### config.mk
export PLATFORM = sky130hd
export DESIGN_NAME = fx68k_prefetch_queue
export DESIGN_NICKNAME = d
export VERILOG_FILES = /design/src/rtl/fx68k_pkg.sv /design/src/rtl/fx68k_pfq_ram.sv /design/src/rtl/fx68k_prefetch_queue.sv
export SDC_FILE = /design/constraint.sdc
export NUM_CORES = 1
export LEC_CHECK = 0
export ABC_AREA = 1
export CORE_MARGIN = 1.5
export CORE_UTILIZATION = 35
export DETAILED_ROUTE_END_ITERATION = 8
export DONT_BUFFER_PORTS = 1
export PLACE_DENSITY = 0.52
export SLEW_MARGIN = 20
export SYNTH_ARGS = -nofsm -noshare
export SYNTH_HDL_FRONTEND = slang
export SYNTH_SLANG_ARGS = --single-unit
### constraint.sdc
create_clock -name clk -period 2.6 [get_ports clk]
set_input_delay 0.52 -clock clk [delete_from_list [all_inputs] [get_ports clk]]
set_output_delay 0.52 -clock clk [all_outputs]
set_load 0.03 [all_outputs]
### src/rtl/fx68k_pkg.sv
// Shared types for the fx68k prefetch queue: FSM state encoding, queue entry layout
// and the upper bound on queue depth.
package fx68k_pkg;

  localparam int PFQ_MAX_DEPTH = 8;

  typedef enum logic [1:0] {
    STOP  = 2'd0,
    RUN   = 2'd1,
    WAIT  = 2'd2,
    DRAIN = 2'd3
  } s_pfq_state;

  typedef struct packed {
    logic [15:0] word;
    logic        berr;
  } s_pfq_entry;

endpackage

### src/rtl/fx68k_pfq_ram.sv
// Circular word storage for the prefetch queue: one write port at the tail and a
// two-entry read port (head and head+1), with occupancy tracking.
module fx68k_pfq_ram
  import fx68k_pkg::*;
#(
  parameter int DEPTH = 4,
  parameter int CNTW  = $clog2(DEPTH + 1)
) (
  input  logic            clk,
  input  logic            resetn,
  input  logic            en_i,
  input  logic            clr_i,
  input  logic            wr_i,
  input  s_pfq_entry      wdata_i,
  input  logic [1:0]      pop_i,
  output s_pfq_entry      rd0_o,
  output s_pfq_entry      rd1_o,
  output logic [CNTW-1:0] count_o
);

  localparam int PW = (DEPTH > 1) ? $clog2(DEPTH) : 1;

  s_pfq_entry      mem_q [DEPTH];
  logic [PW-1:0]   rd_q, rd_d;
  logic [PW-1:0]   wr_q, wr_d;
  logic [PW-1:0]   rd1_idx;
  logic [CNTW-1:0] cnt_q, cnt_d;

  // Power-of-two depth lets the pointers wrap by plain overflow.
  always_comb begin
    rd_d  = rd_q;
    wr_d  = wr_q;
    cnt_d = cnt_q;
    if (clr_i) begin
      rd_d  = '0;
      wr_d  = '0;
      cnt_d = '0;
    end else begin
      rd_d  = rd_q + PW'(pop_i);
      if (wr_i) begin
        wr_d = wr_q + PW'(1);
      end
      cnt_d = cnt_q + CNTW'(wr_i) - CNTW'(pop_i);
    end
  end

  always_ff @(posedge clk or negedge resetn) begin
    if (!resetn) begin
      rd_q  <= '0;
      wr_q  <= '0;
      cnt_q <= '0;
    end else if (en_i) begin
      rd_q  <= rd_d;
      wr_q  <= wr_d;
      cnt_q <= cnt_d;
    end
  end

  always_ff @(posedge clk) begin
    if (en_i && wr_i && !clr_i) begin
      mem_q[wr_q] <= wdata_i;
    end
  end

  assign rd1_idx = rd_q + PW'(1);
  assign rd0_o   = mem_q[rd_q];
  assign rd1_o   = mem_q[rd1_idx];
  assign count_o = cnt_q;

endmodule

### src/rtl/fx68k_prefetch_queue.sv
// Instruction prefetch queue: fetches program words ahead of decode into a DEPTH-word FIFO.
// Define FX68K_PFQ_BERR_TAG_EN to defer bus-error reporting until the faulting word reaches the head.
module fx68k_prefetch_queue
  import fx68k_pkg::*;
#(
  parameter int DEPTH = 4,
  parameter int AW    = 24,
  parameter int CNTW  = $clog2(DEPTH + 1)
) (
  input  logic            clk,
  input  logic            resetn,
  input  logic            enPhi1,
  input  logic            flush,
  input  logic [AW-1:0]   flushPc,
  output logic            reqValid,
  output logic [AW-1:0]   reqAddr,
  input  logic            reqReady,
  input  logic            rspValid,
  input  logic [15:0]     rspData,
  input  logic            rspBerr,
  output logic            headValid,
  output logic [15:0]     headWord,
  output logic            nextValid,
  output logic [15:0]     nextWord,
  input  logic [1:0]      pop,
  output logic [CNTW-1:0] count,
  output logic            addrErr,
  output logic            fetchBerr
);

  localparam int CW1 = CNTW + 1;

  s_pfq_state      state_q, state_d;
  logic [AW-1:0]   addr_q, addr_d;
  logic            aerr_q, aerr_d;
  logic            berr_q, berr_d;
  logic            wr;
  s_pfq_entry      wdata;
  s_pfq_entry      rd0, rd1;
  logic [CNTW-1:0] cnt;
  logic            unused_ok;

  // A slot is free for a new fetch once this cycle's pop has been applied.
  function automatic logic has_room(input logic [CNTW-1:0] c, input logic [1:0] p);
    logic [CW1-1:0] left;
    left = {1'b0, c} - CW1'(p);
    return left < CW1'(DEPTH);
  endfunction

  // Flush withdraws an unaccepted request so the bus never starts a stale fetch.
  assign reqValid = (state_q == RUN) && !flush && has_room(cnt, pop);
  assign reqAddr  = addr_q;

  always_comb begin
    state_d = state_q;
    addr_d  = addr_q;
    aerr_d  = aerr_q;
    berr_d  = berr_q;
    wr      = 1'b0;
    wdata   = '0;
    if (flush) begin
      addr_d = {flushPc[AW-1:1], 1'b0};
      aerr_d = flushPc[0];
      berr_d = 1'b0;
      if (flushPc[0]) begin
        state_d = STOP;
      end else if (state_q == WAIT || state_q == DRAIN) begin
        state_d = DRAIN;
      end else begin
        state_d = RUN;
      end
    end else begin
      case (state_q)
        RUN: begin
          if (reqValid && reqReady) begin
            state_d = WAIT;
          end
        end
        WAIT: begin
          if (rspValid) begin
            if (rspBerr) begin
              state_d = STOP;
`ifdef FX68K_PFQ_BERR_TAG_EN
              wr         = 1'b1;
              wdata.word = '0;
              wdata.berr = 1'b1;
`else
              berr_d = 1'b1;
`endif
            end else begin
              wr         = 1'b1;
              wdata.word = rspData;
              addr_d     = addr_q + AW'(2);
              state_d    = RUN;
            end
          end
        end
        DRAIN: begin
          if (rspValid) begin
            state_d = RUN;
          end
        end
        default: begin
          state_d = state_q;
        end
      endcase
    end
  end

  always_ff @(posedge clk or negedge resetn) begin
    if (!resetn) begin
      state_q <= STOP;
      addr_q  <= '0;
      aerr_q  <= 1'b0;
      berr_q  <= 1'b0;
    end else if (enPhi1) begin
      state_q <= state_d;
      addr_q  <= addr_d;
      aerr_q  <= aerr_d;
      berr_q  <= berr_d;
    end
  end

  fx68k_pfq_ram #(
    .DEPTH (DEPTH),
    .CNTW  (CNTW)
  ) u_ram (
    .clk     (clk),
    .resetn  (resetn),
    .en_i    (enPhi1),
    .clr_i   (flush),
    .wr_i    (wr),
    .wdata_i (wdata),
    .pop_i   (pop),
    .rd0_o   (rd0),
    .rd1_o   (rd1),
    .count_o (cnt)
  );

  // Words are masked while their slot is empty so stale storage never leaks out.
  assign count     = cnt;
  assign headValid = (cnt != '0);
  assign nextValid = (cnt > CNTW'(1));
  assign headWord  = headValid ? rd0.word : 16'h0000;
  assign nextWord  = nextValid ? rd1.word : 16'h0000;
  assign addrErr   = aerr_q;

`ifdef FX68K_PFQ_BERR_TAG_EN
  assign fetchBerr = headValid & rd0.berr;
`else
  assign fetchBerr = berr_q;
`endif

  assign unused_ok = ^{rd0.berr, rd1.berr, berr_q};

  a_pop_legal: assert property (@(posedge clk) disable iff (!resetn)
    (enPhi1 && !flush) |-> (pop != 2'd3 && CNTW'(pop) <= cnt));

endmodule
* Yosys cells after proc, flatten, opt, wreduce, memory -nomap -nowiden *
Memory sizes are Yosys's and may differ from the RTL's.
Index checks and enable logic that the tools add are counted.
Widths: inputs -> output; s select.

storage, ports and cells
  memories kept = 1
  input port bits = 49
  register bits = 35
  RAM bits = 64
  output and inout bits = 64

cells by class
  $lt $le $gt $ge = 2
  reduce and logical (&&, ||, !) cells = 18
  multiplexer cells = 32
  equal/unequal tests = 7
  $add $sub $neg = 7

memories
  name         words  bits a word  read ports  clocked after Yosys merged registers in  wr ports  RTL line             RTL
  u_ram.mem_q  4      16           2           0                                        1         fx68k_pfq_ram.sv:23  s_pfq_entry mem_q [DEPTH];

operators with widths
  cell                   count
  $mux 16                6
  $mux 24                4
  $add 24x2->24 const B  1
  $mux 2                 9
  $mux 1                 11
  $reduce_and 4->1       2
  $reduce_bool 2->1      4
  $ne 3x3->1 const B     2
  $pmux 2 s3             1
  $logic_and 1x1->1      5
  $reduce_and 5->1       1
  $add 2x1->2 const B    2
  $eq 2x2->1 const B     2
  $lt 4x3->1 const B     1
  $reduce_and 2->1       2
  $reduce_bool 4->1      1
  $sub 3x2->4            1
  $add 3x1->3            1
  $gt 3x1->1 const B     1
  $mux 3                 1
  $ne 3x2->1 const B     1
  $reduce_bool 3->1      1
  $sub 3x2->3            1
  $add 2x2->2            1
  other kinds (4)        4

* Logic depth before layout (Yosys ltp) *
Gate-level depths: netlist (run 1).

  word-level depth = 8
  mapped depth = 15

* Hierarchy *
From an unflattened synthesis (run 1), not the netlist that was laid out.

second synthesis, totals
  cell total of the unflattened synthesis = 806
  area, all modules = 6119.6 µm²

by module, submodules not included
  module                cells an instance  area an instance (µm²)  sequential area each (µm²)  instances
  fx68k_pfq_ram         367                3627.2                  2217.1                      1
  fx68k_prefetch_queue  439                2492.4                  675.6                       1

* Worst setup path after synthesis (run 1) *
OpenSTA, ideal clock, no wires.

  path type = input to register
  start = input port flush
  end = register u_ram.cnt_q[2] (netlist: u_ram.count_o[2])
  setup slack = 0.306 ns
  arrival = 2.167 ns
  stages on the path = 13
  setup time = 0.127 ns
  data required time = 2.473 ns
  path buffers = 2
  path through = buf_2 > nor2_2 > inv_2 > buf_2 > ha_1 > inv_1 > ha_1 > inv_1 > fa_1 > nor2_1 > nor2_1 > nand2_1 > o21ai_0

on the way
  word-level cells in the longest chain between the ends = 4

ends and longest elaborated chain
  item                  RTL line                    RTL
  start, declared       fx68k_prefetch_queue.sv:13  input logic flush,
  $mux 1                fx68k_prefetch_queue.sv:61  if (flush) begin
  $add 3x1->3           fx68k_pfq_ram.sv:43         cnt_d = cnt_q + CNTW'(wr_i) - CNTW'(pop_i);
  $sub 3x2->3           fx68k_pfq_ram.sv:43
  $mux 3 (*)            fx68k_pfq_ram.sv:34         if (clr_i) begin
  end signal, assigned  fx68k_pfq_ram.sv:55         cnt_q <= cnt_d;
  end, declared         fx68k_pfq_ram.sv:27         logic [CNTW-1:0] cnt_q, cnt_d;

Every way passes the cells marked *; elsewhere a longest branch is shown, timed or not.
A chain may end at the register's enable or synchronous reset.

* Worst setup path after layout (run 1) *
  start = register u_ram.rd_q[0]
  end = output port nextWord[15]

on the way
  word-level cells in the longest chain between the ends = 3

ends and longest elaborated chain
  item                    RTL line                     RTL
  start, declared         fx68k_pfq_ram.sv:24          logic [PW-1:0] rd_q, rd_d;
  start signal, assigned  fx68k_pfq_ram.sv:53          rd_q <= rd_d;
  $add 2x1->2             fx68k_pfq_ram.sv:65          assign rd1_idx = rd_q + PW'(1);
  $mem_v2 4x16            --
  $mux 16                 fx68k_prefetch_queue.sv:145  assign nextWord = nextValid ? rd1.word : 16'h0000;
  end, declared           fx68k_prefetch_queue.sv:24   output logic [15:0] nextWord,

Every way passes these cells.

==> results.yml, run 1 <==
status:
  status: "complete, no violations"
timing:
  tns_ns: 0
  finalMaxSlewViolations: 0
  whs_ns: 0.2592
  finalSetupViolCount: 0
  report.final.hold_viol_count: 0
  period_share_pct: 94.56
  period_needed_ns: 2.459
  fmax_mhz: 406.7
  worstMarginPinSlew_ns: 0.7703
  rsz0062_at_grt: "false"
  finClkSkew_ns: 0.006826
  slew_headroom_pct: 48.52
critical_path:
  slowest_delay_ns: 0.44
  crit_path_end_kind: "primary output"
  r2r_cells: 14
  reg2reg_from: "state_q[1]$_DFFE_PN0P_"
  critical_path_class: "reg -> out"
  reg2reg_to: "u_ram.count_o[2]$_DFFE_PN0P_"
  startpoint_type: "flip-flop"
  crit_buf_inv: 3
  critPathMaxFanout: 12
  crit_arrival_ns: 1.94
  required_ns: 2.08
  ff2ff_setup_slack_ns: 0.37
  cp_cell_sequence: "inv_1 > buf_4 > nand2_1 > o21ai_0 > nand2_1 > a31oi_1 > buf_4"
  worstSetupPathDepth: 7
  cp_top_family: "buffers and inverters"
  startpoint: "u_ram.rd_q[0]$_DFFE_PN0P_"
  crit_slowest_cell: "dfrtp_2"
routing:
  first_pass_iters: 5
  route.detailed.drc: 0
  post_drt_via_cell_ratio: 5.134
  drt_iter0_drc: 296
  ant_nets: 0
  vias: 4882
  wire_per_inst_um: 16.33
  wirelength_mm: 15.53
cells_and_area:
  multi_input_area_um2: 2357
  num-fill-cells: 1604
  antennaDiodeCount: 0
  final_cell_mix: "nand2_1 (190), nor2_1 (94), inv_1 (73)"
  final_common_cell: "nand2_1"
  drive_gt1_share_pct: 11.62
  syn_to_final_growth_pct: 15.11
  fin_cells: 951
  seqCellArea_um2: 2774
  final_nets: 795
global_routing:
  grt-ovfl-total: 0
  grt_pass1_wl_mm: 24.68
  grt_usage_pct: 19.38
  antenna_found_initial: 0
  grt_max_degree: 47
  grt_pass1_vias: 4819
yosys:
  syn_nets: 759
  synth-seq-area-share_pct: 49.76
  synth.largest_area_cell: "edfxtp_1"
  yosys-top-cells-area: "edfxtp_1 (34%), dfrtp_1 (15%), nand2_1 (13%), nor2_1 (6.3%), o21ai_0 (5.3%)"
  synthDistinctLibCells: 36
  synth_edf_count: 64
  synth_ff_type: "edfxtp_1"
  yosys_warnings: 0
  synthArstFlopShare_pct: 34.69
  synth_area_um2: 5572
  syn_inst: 699
  postSynthAreaPerCell_um2: 7.971
  synth-seq-cells: 98
  yosysTopAreaCellShare_pct: 34.49
power:
  swShare_pct: 39.68
  total_power_w: 0.005023
  p_sw_w: 0.001993
  power_frac_clock_pct: 26.2
  p_seq_share_pct: 42.8
  leakagePower_nw: 2.700
  ir_worst_vdd_uv: 412.7
  comb_power_share_pct: 31.0
  powerDensity_nw_per_um2: 783.1
  p_int_w: 0.003030
die:
  dieArea_um2: 16680
  start_util_pct: 36.25
  die_x_um: 129.2
  dieHeight_um: 129.2
  pin_count: 113
  core_um2: 15370
  num_rows: 45
hold_path:
  hold_end: "u_ram.rd_q[0]$_DFFE_PN0P_"
  hold_path_class: "in -> reg"
  hold_start: "enPhi1"
  hold_depth: 1
clock_tree:
  cts_buffers: 9
  cts_setup_buffers: 0
  cts-root-buf: "clkbuf_16"
  cts-htree-levels: 3
  cts_tree: "yes"
  clk_path_buf_depth: 2
  clock_latency_ns: 0.35
  clk_pin_slew_ns: 0.07
  clock-sinks: 98
run:
  cap_violations: 0
placed_design:
  dpl.hpwl_mm: 10.70
  dp.cells: 933
  gp_congestion: 0.8035
  port_buffers: 0
metal layers:
layer	vias to the layer above	global-route usage, %	part of all wire, %
met5	-	0	0
met4	0	5.684	1.0
met3	12	5.780	6.9
met2	165	33.07	49
met1	2320	23.73	43
li1	2385	-	-
cell usage after synthesis (all sizes together), types with 4 or more instances:
| cell type | count |
|---|---|
| a22oi | 6 |
| inv | 75 |
| dfrtp | 34 |
| nand4 | 4 |
| a21oi | 31 |
| a31oi | 12 |
| o211ai | 19 |
| buf | 22 |
| edfxtp | 64 |
| nand3b | 5 |
| clkbuf | 9 |
| o21ai | 70 |
| nand2 | 191 |
| nand3 | 28 |
| ha | 10 |
| nor2 | 101 |
registers in the layout (all words and copies together), names as in the netlist:
signal / cells
state_q: 2
u_ram.mem_q: 64
addrErr: 1
u_ram.count_o: 3
reqAddr: 23
fetchBerr: 1
u_ram.rd_q: 2
u_ram.wr_q: 2
kinds of logic after synthesis:
family          after synthesis  synth area share, %
buf+inv                     108                7.927
xor+xnor                      5               0.7861
fa+ha+maj                    11                2.605
flops                        98                49.76
compound gates              143                14.71
other cells                   1              0.06731
simple gates                333                24.14
worst max path at each step:
stage	end	slack, ns
after floorplan	u_ram.count_o[2]$_DFFE_PN0P_	0.31
after global placement	u_ram.count_o[2]$_DFFE_PN0P_	0.44
after detailed placement	u_ram.count_o[2]$_DFFE_PN0P_	0.40
after CTS	nextWord[15]	0.13
after global routing	nextWord[15]	0.02
final	nextWord[15]	0.14
power by group through the flow:
stage               combinational (W)  clock (W)  sequential (W)
floorplan                     0.00105          0         0.00212
detailed placement            0.00154          0         0.00219
CTS                           0.00156    0.00136         0.00215
finish                        0.00156    0.00132         0.00215
global route                  0.00171    0.00142         0.00218
global placement              0.00152          0         0.00218
per-stage QoR:
| step | setup slack, ns | area, um^2 | utilization (%) |
|---|---|---|---|
| 2_1_floorplan | 0.3063 | 5572 | - |
| 3_3_place_gp | 0.4353 | 6090 | 39.62 |
| 3_5_place_dp | 0.3996 | 6090 | 39.62 |
| 4_1_cts | 0.1335 | 6404 | 41.66 |
| 5_1_grt | 0.01923 | 6414 | 41.73 |
| 6_report | 0.1414 | 6414 | 41.73 |
layout make-up:
type | instances | area share (%)
Sequential cell | 98 | 43.25
Multi-Input combinational cell | 493 | 36.75
Timing Repair Buffer | 56 | 6.789
Inverter | 77 | 4.506
Tap cell | 211 | 4.116
Clock buffer | 9 | 3.512
Clock inverter | 7 | 1.073
timing repair:
item,4_1_cts,5_1_grt
hold buffers,1,1
gates resized for setup,0,0
setup endpoints to repair,0,0
endpoints found under the hold margin,34,1
(Power assumes the default switching activity.)
==> run 2: changes to the inputs <==
Settings changed: BUFFER_PORTS_ARGS set to -buffer_cell sky130_fd_sc_hd__buf_2, DONT_BUFFER_PORTS 1 to not set, PLACE_DENSITY 0.52 to 0.66.
==> results.yml, run 2 (synthesis gave the netlist of run 1 again) <==
cells_and_area:
  final_cell_mix: "nand2_1 (190), buf_2 (111), nor2_1 (94)"
  final_common_cell: "nand2_1"
  syn_to_final_growth_pct: 20.35
  largest-register: "u_ram.mem_q"
  antennaDiodeCount: 0
  final_nets: 871
  fin_cells: 1027
  largest_reg_flops: 64
  stdcell_area_um2: 6705
  drive_gt1_share_pct: 20.10
die:
  pin_count: 113
  die_x_um: 129.2
  dieHeight_um: 129.2
  num_rows: 45
  core_um2: 15370
  start_util_pct: 36.25
  dieArea_um2: 16680
global_routing:
  antenna_found_initial: 0
  grt_usage_pct: 18.68
  grt_pass1_wl_mm: 24.06
  grt-ovfl-total: 0
  grt_pass1_vias: 4774
  grt_max_degree: 37
placed_design:
  dp.cells: 1011
  dpl.hpwl_mm: 10.36
  gp_congestion: 0.8203
  port_buffers: 111
  placed_area_um2: 6397
timing:
  report.final.hold_viol_count: 0
  tns_ns: 0
  fmax_mhz: 397.0
  period_share_pct: 96.89
  worstMarginPinSlew_ns: 0.8080
  finalMaxSlewViolations: 0
  finClkSkew_ns: 0.01033
  finalSetupViolCount: 0
  period_needed_ns: 2.519
  rsz0062_at_grt: "false"
  slew_headroom_pct: 46.13
  whs_ns: 0.2603
critical_path:
  crit_arrival_ns: 2.00
  ff2ff_setup_slack_ns: 0.41
  crit_path_end_kind: "primary output"
  critical_path_class: "reg -> out"
  startpoint_type: "flip-flop"
  critPathMaxFanout: 21
  required_ns: 2.08
  crit_slowest_cell: "dfrtp_4"
  cp_top_family: "buffers and inverters"
  cp_cell_sequence: "inv_1 > buf_4 > o21ai_0 > a21oi_1 > buf_2"
  crit_buf_inv: 3
  slowest_delay_ns: 0.58
power:
  total_power_w: 0.005081
  ir_worst_vdd_uv: 368.2
  powerDensity_nw_per_um2: 757.8
  leakagePower_nw: 3.000
clock_tree:
  postCtsHoldBufs: 0
  cts-root-buf: "clkbuf_16"
  cts_buffers: 9
  clk_pin_slew_ns: 0.07
  clock-sinks: 98
  cts_tree: "yes"
  clk_path_buf_depth: 2
  cts-htree-levels: 3
  clock_latency_ns: 0.35
routing:
  drt_iter0_drc: 299
  vias: 5045
  wire_per_inst_um: 14.46
  first_pass_iters: 5
  ant_nets: 0
  wirelength_mm: 14.85
  route.detailed.drc: 0
  post_drt_via_cell_ratio: 4.912
run:
  cap_violations: 0
status:
  status: "complete, no violations"
hold_path:
  hold_path_class: "in -> async"
run 2: cell types whose count changed in the layout (fill, tap and decap cells not counted), sizes merged:
cell         before  now
clkinv            5    2
dlygate4sd3       1    0
buf              55  132
inv              76   78
clkbuf            9   10
run 2: worst paths after layout:
path                                                 from                            to  cells past startpoint
max in group asynchronous                          resetn     u_ram.rd_q[0]$_DFFE_PN0P_                      1
worst min register to register        addrErr$_DFFE_PN0P_           addrErr$_DFFE_PN0P_                      2
min in group clk                              flushPc[13]       reqAddr[13]$_DFFE_PN0P_                      3
worst max-delay path            u_ram.rd_q[0]$_DFFE_PN0P_                   headWord[8]                      5
worst min-delay path                               resetn       reqAddr[23]$_DFFE_PN0P_                      1
worst max register to register     state_q[1]$_DFFE_PN0P_  u_ram.count_o[2]$_DFFE_PN0P_                     14
run 2: power breakdown:
group	switching (W)	internal, W	leakage [nW]
Clock	0.000594	0.000758	0.144
Combinational	0.00125	0.000520	1.81
Sequential	0.000182	0.00178	1.05
run 2: stage by stage:
step | worst slack, ns | utilization, %
floorplan | 0.3063 | -
global placement | 0.3274 | 41.62
detailed placement | 0.3140 | 41.62
CTS | 0.07609 | 43.58
global route | 0.003057 | 43.62
finish | 0.08095 | 43.62
run 2: what timing repair did:
item | CTS | global route
setup buffers | 0 | 0
gates resized for setup | 0 | 2
setup endpoints to repair | 0 | 6
run 2: cell type report:
type                    count  area [um^2]
clock inverters             6        72.57
multi-input cells         493         2357
well taps                 211        264.0
repair buffers            132        713.2
flip-flops and latches     98         2776
clock buffers              10        229.0
inverters                  77        292.8
fillers                  1560         8666
run 2: layer usage:
| metal | global-route usage, % | share of wire [%] |
|---|---|---|
| met1 | 24.45 | 45 |
| met2 | 31.38 | 47 |
| met3 | 3.468 | 6.6 |
| met4 | 5.882 | 1.6 |
| met5 | 0 | 0 |
==> run 3: changes to the inputs <==
Settings changed: CTS_BUF_LIST set to sky130_fd_sc_hd__clkbuf_8, PLACE_DENSITY 0.66 to 0.57.
==> results.yml, run 3 (synthesis gave the netlist of run 1 again) <==
routing:
  route.detailed.drc: 0
  ant_nets: 0
  vias: 5025
  drt_iter0_drc: 249
  wirelength_mm: 15.31
  post_drt_via_cell_ratio: 4.898
  wire_per_inst_um: 14.93
  first_pass_iters: 4
critical_path:
  crit_path_end_kind: "primary output"
  cp-endpoint: "nextWord[9]"
  critical_path_class: "reg -> out"
  ff2ff_setup_slack_ns: 0.38
  r2r_cells: 14
  worstSetupPathDepth: 6
  cp_cell_sequence: "buf_4 > nor2_2 > buf_6 > nand2_1 > a31oi_1 > buf_2"
  reg2reg_to: "u_ram.count_o[2]$_DFFE_PN0P_"
  cp_top_family: "buffers and inverters"
  critPathMaxFanout: 16
  startpoint_type: "flip-flop"
  startpoint: "u_ram.rd_q[1]$_DFFE_PN0P_"
  reg2reg_from: "state_q[1]$_DFFE_PN0P_"
  slowest_delay_ns: 0.45
  crit_arrival_ns: 1.97
  crit_buf_inv: 3
  crit_slowest_cell: "dfrtp_2"
  required_ns: 2.08
die:
  die_x_um: 129.2
  dieArea_um2: 16680
  pin_count: 113
  core_um2: 15370
  dieHeight_um: 129.2
  start_util_pct: 36.25
  num_rows: 45
timing:
  slew_headroom_pct: 44.39
  finalMaxSlewViolations: 0
  report.final.hold_viol_count: 0
  whs_ns: 0.2331
  period_needed_ns: 2.490
  finClkSkew_ns: 0.009975
  rsz0062_at_grt: "false"
  fmax_mhz: 401.6
  finalSetupViolCount: 0
  worstMarginPinSlew_ns: 0.8342
  tns_ns: 0
  period_share_pct: 95.78
clock_tree:
  clk_path_buf_depth: 2
  cts_buffers: 9
  cts-root-buf: "clkbuf_8"
  cts_tree: "yes"
  clock-sinks: 98
  cts-htree-levels: 3
  clk_pin_slew_ns: 0.10
  clock_latency_ns: 0.38
power:
  p_seq_share_pct: 41.0
  ir_worst_vdd_uv: 316.3
  p_int_w: 0.002745
  power_frac_clock_pct: 21.5
  p_sw_w: 0.002014
  powerDensity_nw_per_um2: 720.9
  leakagePower_nw: 2.949
  swShare_pct: 42.32
  comb_power_share_pct: 37.5
cells_and_area:
  final_util_pct: 42.95
  final_cell_mix: "nand2_1 (190), buf_2 (111), nor2_1 (94)"
  stdcell_area_um2: 6603
  drive_gt1_share_pct: 20.25
  largest-register: "u_ram.mem_q"
  final_common_cell: "nand2_1"
  seqCellArea_um2: 2775
  final_nets: 870
  num-fill-cells: 1586
  fin_cells: 1026
  syn_to_final_growth_pct: 18.50
  antennaDiodeCount: 0
  multi_input_area_um2: 2357
  largest_reg_flops: 64
global_routing:
  antenna_found_initial: 0
  grt_usage_pct: 19.14
  grt-ovfl-total: 0
  grt_max_degree: 39
  grt_pass1_vias: 4666
  grt_pass1_wl_mm: 24.48
status:
  status: "complete, no violations"
hold_path:
  hold_path_class: "in -> async"
placed_design:
  placed_area_um2: 6390
  dp.cells: 1010
  gp_congestion: 0.8140
  port_buffers: 111
  dpl.hpwl_mm: 10.58
run:
  cap_violations: 0
[run 3: worst min path at each step]
| stage | depth (start not counted) | startpoint | to |
|---|---|---|---|
| 3_5_place_dp | 2 | addrErr$_DFFE_PN0P_ | addrErr$_DFFE_PN0P_ |
| 5_1_grt | 1 | resetn | reqAddr[14]$_DFFE_PN0P_ |
| 6_report | 1 | resetn | reqAddr[19]$_DFFE_PN0P_ |
| 3_3_place_gp | 2 | addrErr$_DFFE_PN0P_ | addrErr$_DFFE_PN0P_ |
| 4_1_cts | 1 | resetn | reqAddr[19]$_DFFE_PN0P_ |
| 2_1_floorplan | 0 | resetn | addrErr$_DFFE_PN0P_ |
[run 3: repair_timing]
action | CTS | global route
endpoints found under the setup margin | 0 | 11
setup buffers | 0 | 0
gates resized for setup | 0 | 5
hold buffers | 0 | 0
[run 3: final cells by class]
type                       instances  share of cell area, %
multi-input combinational        493                  35.70
tap                              211                  3.998
inverter                          77                  4.434
sequential                        98                  42.03
clock inverter                     7                  1.156
clock buffer                       9                  1.876
timing repair buffer             131                  10.80
[run 3: per-layer routing]
metal,vias to the layer above,share of wire [%],GRT usage [%]
li1,2534,-,-
met1,2339,45,24.90
met2,139,49,32.82
met3,13,4.4,2.849
met4,0,1.5,6.213
met5,-,0,0
[run 3: power groups by stage]
stage | combinational [W] | sequential, W | clock (W)
after floorplan | 0.00105 | 0.00212 | 0
after global placement | 0.00177 | 0.00198 | 0
after detailed placement | 0.00179 | 0.00198 | 0
after CTS | 0.00179 | 0.00195 | 0.00105
after global routing | 0.00196 | 0.00198 | 0.00111
final | 0.00179 | 0.00195 | 0.00102
[run 3: metrics by stage]
| step | setup slack (ns) | power, W |
|---|---|---|
| global placement | 0.3356 | 0.003752 |
| detailed placement | 0.3015 | 0.003764 |
| global route | 0.003501 | 0.005044 |
| finish | 0.1098 | 0.004760 |
| CTS | 0.02822 | 0.004786 |
| floorplan | 0.3063 | 0.003169 |
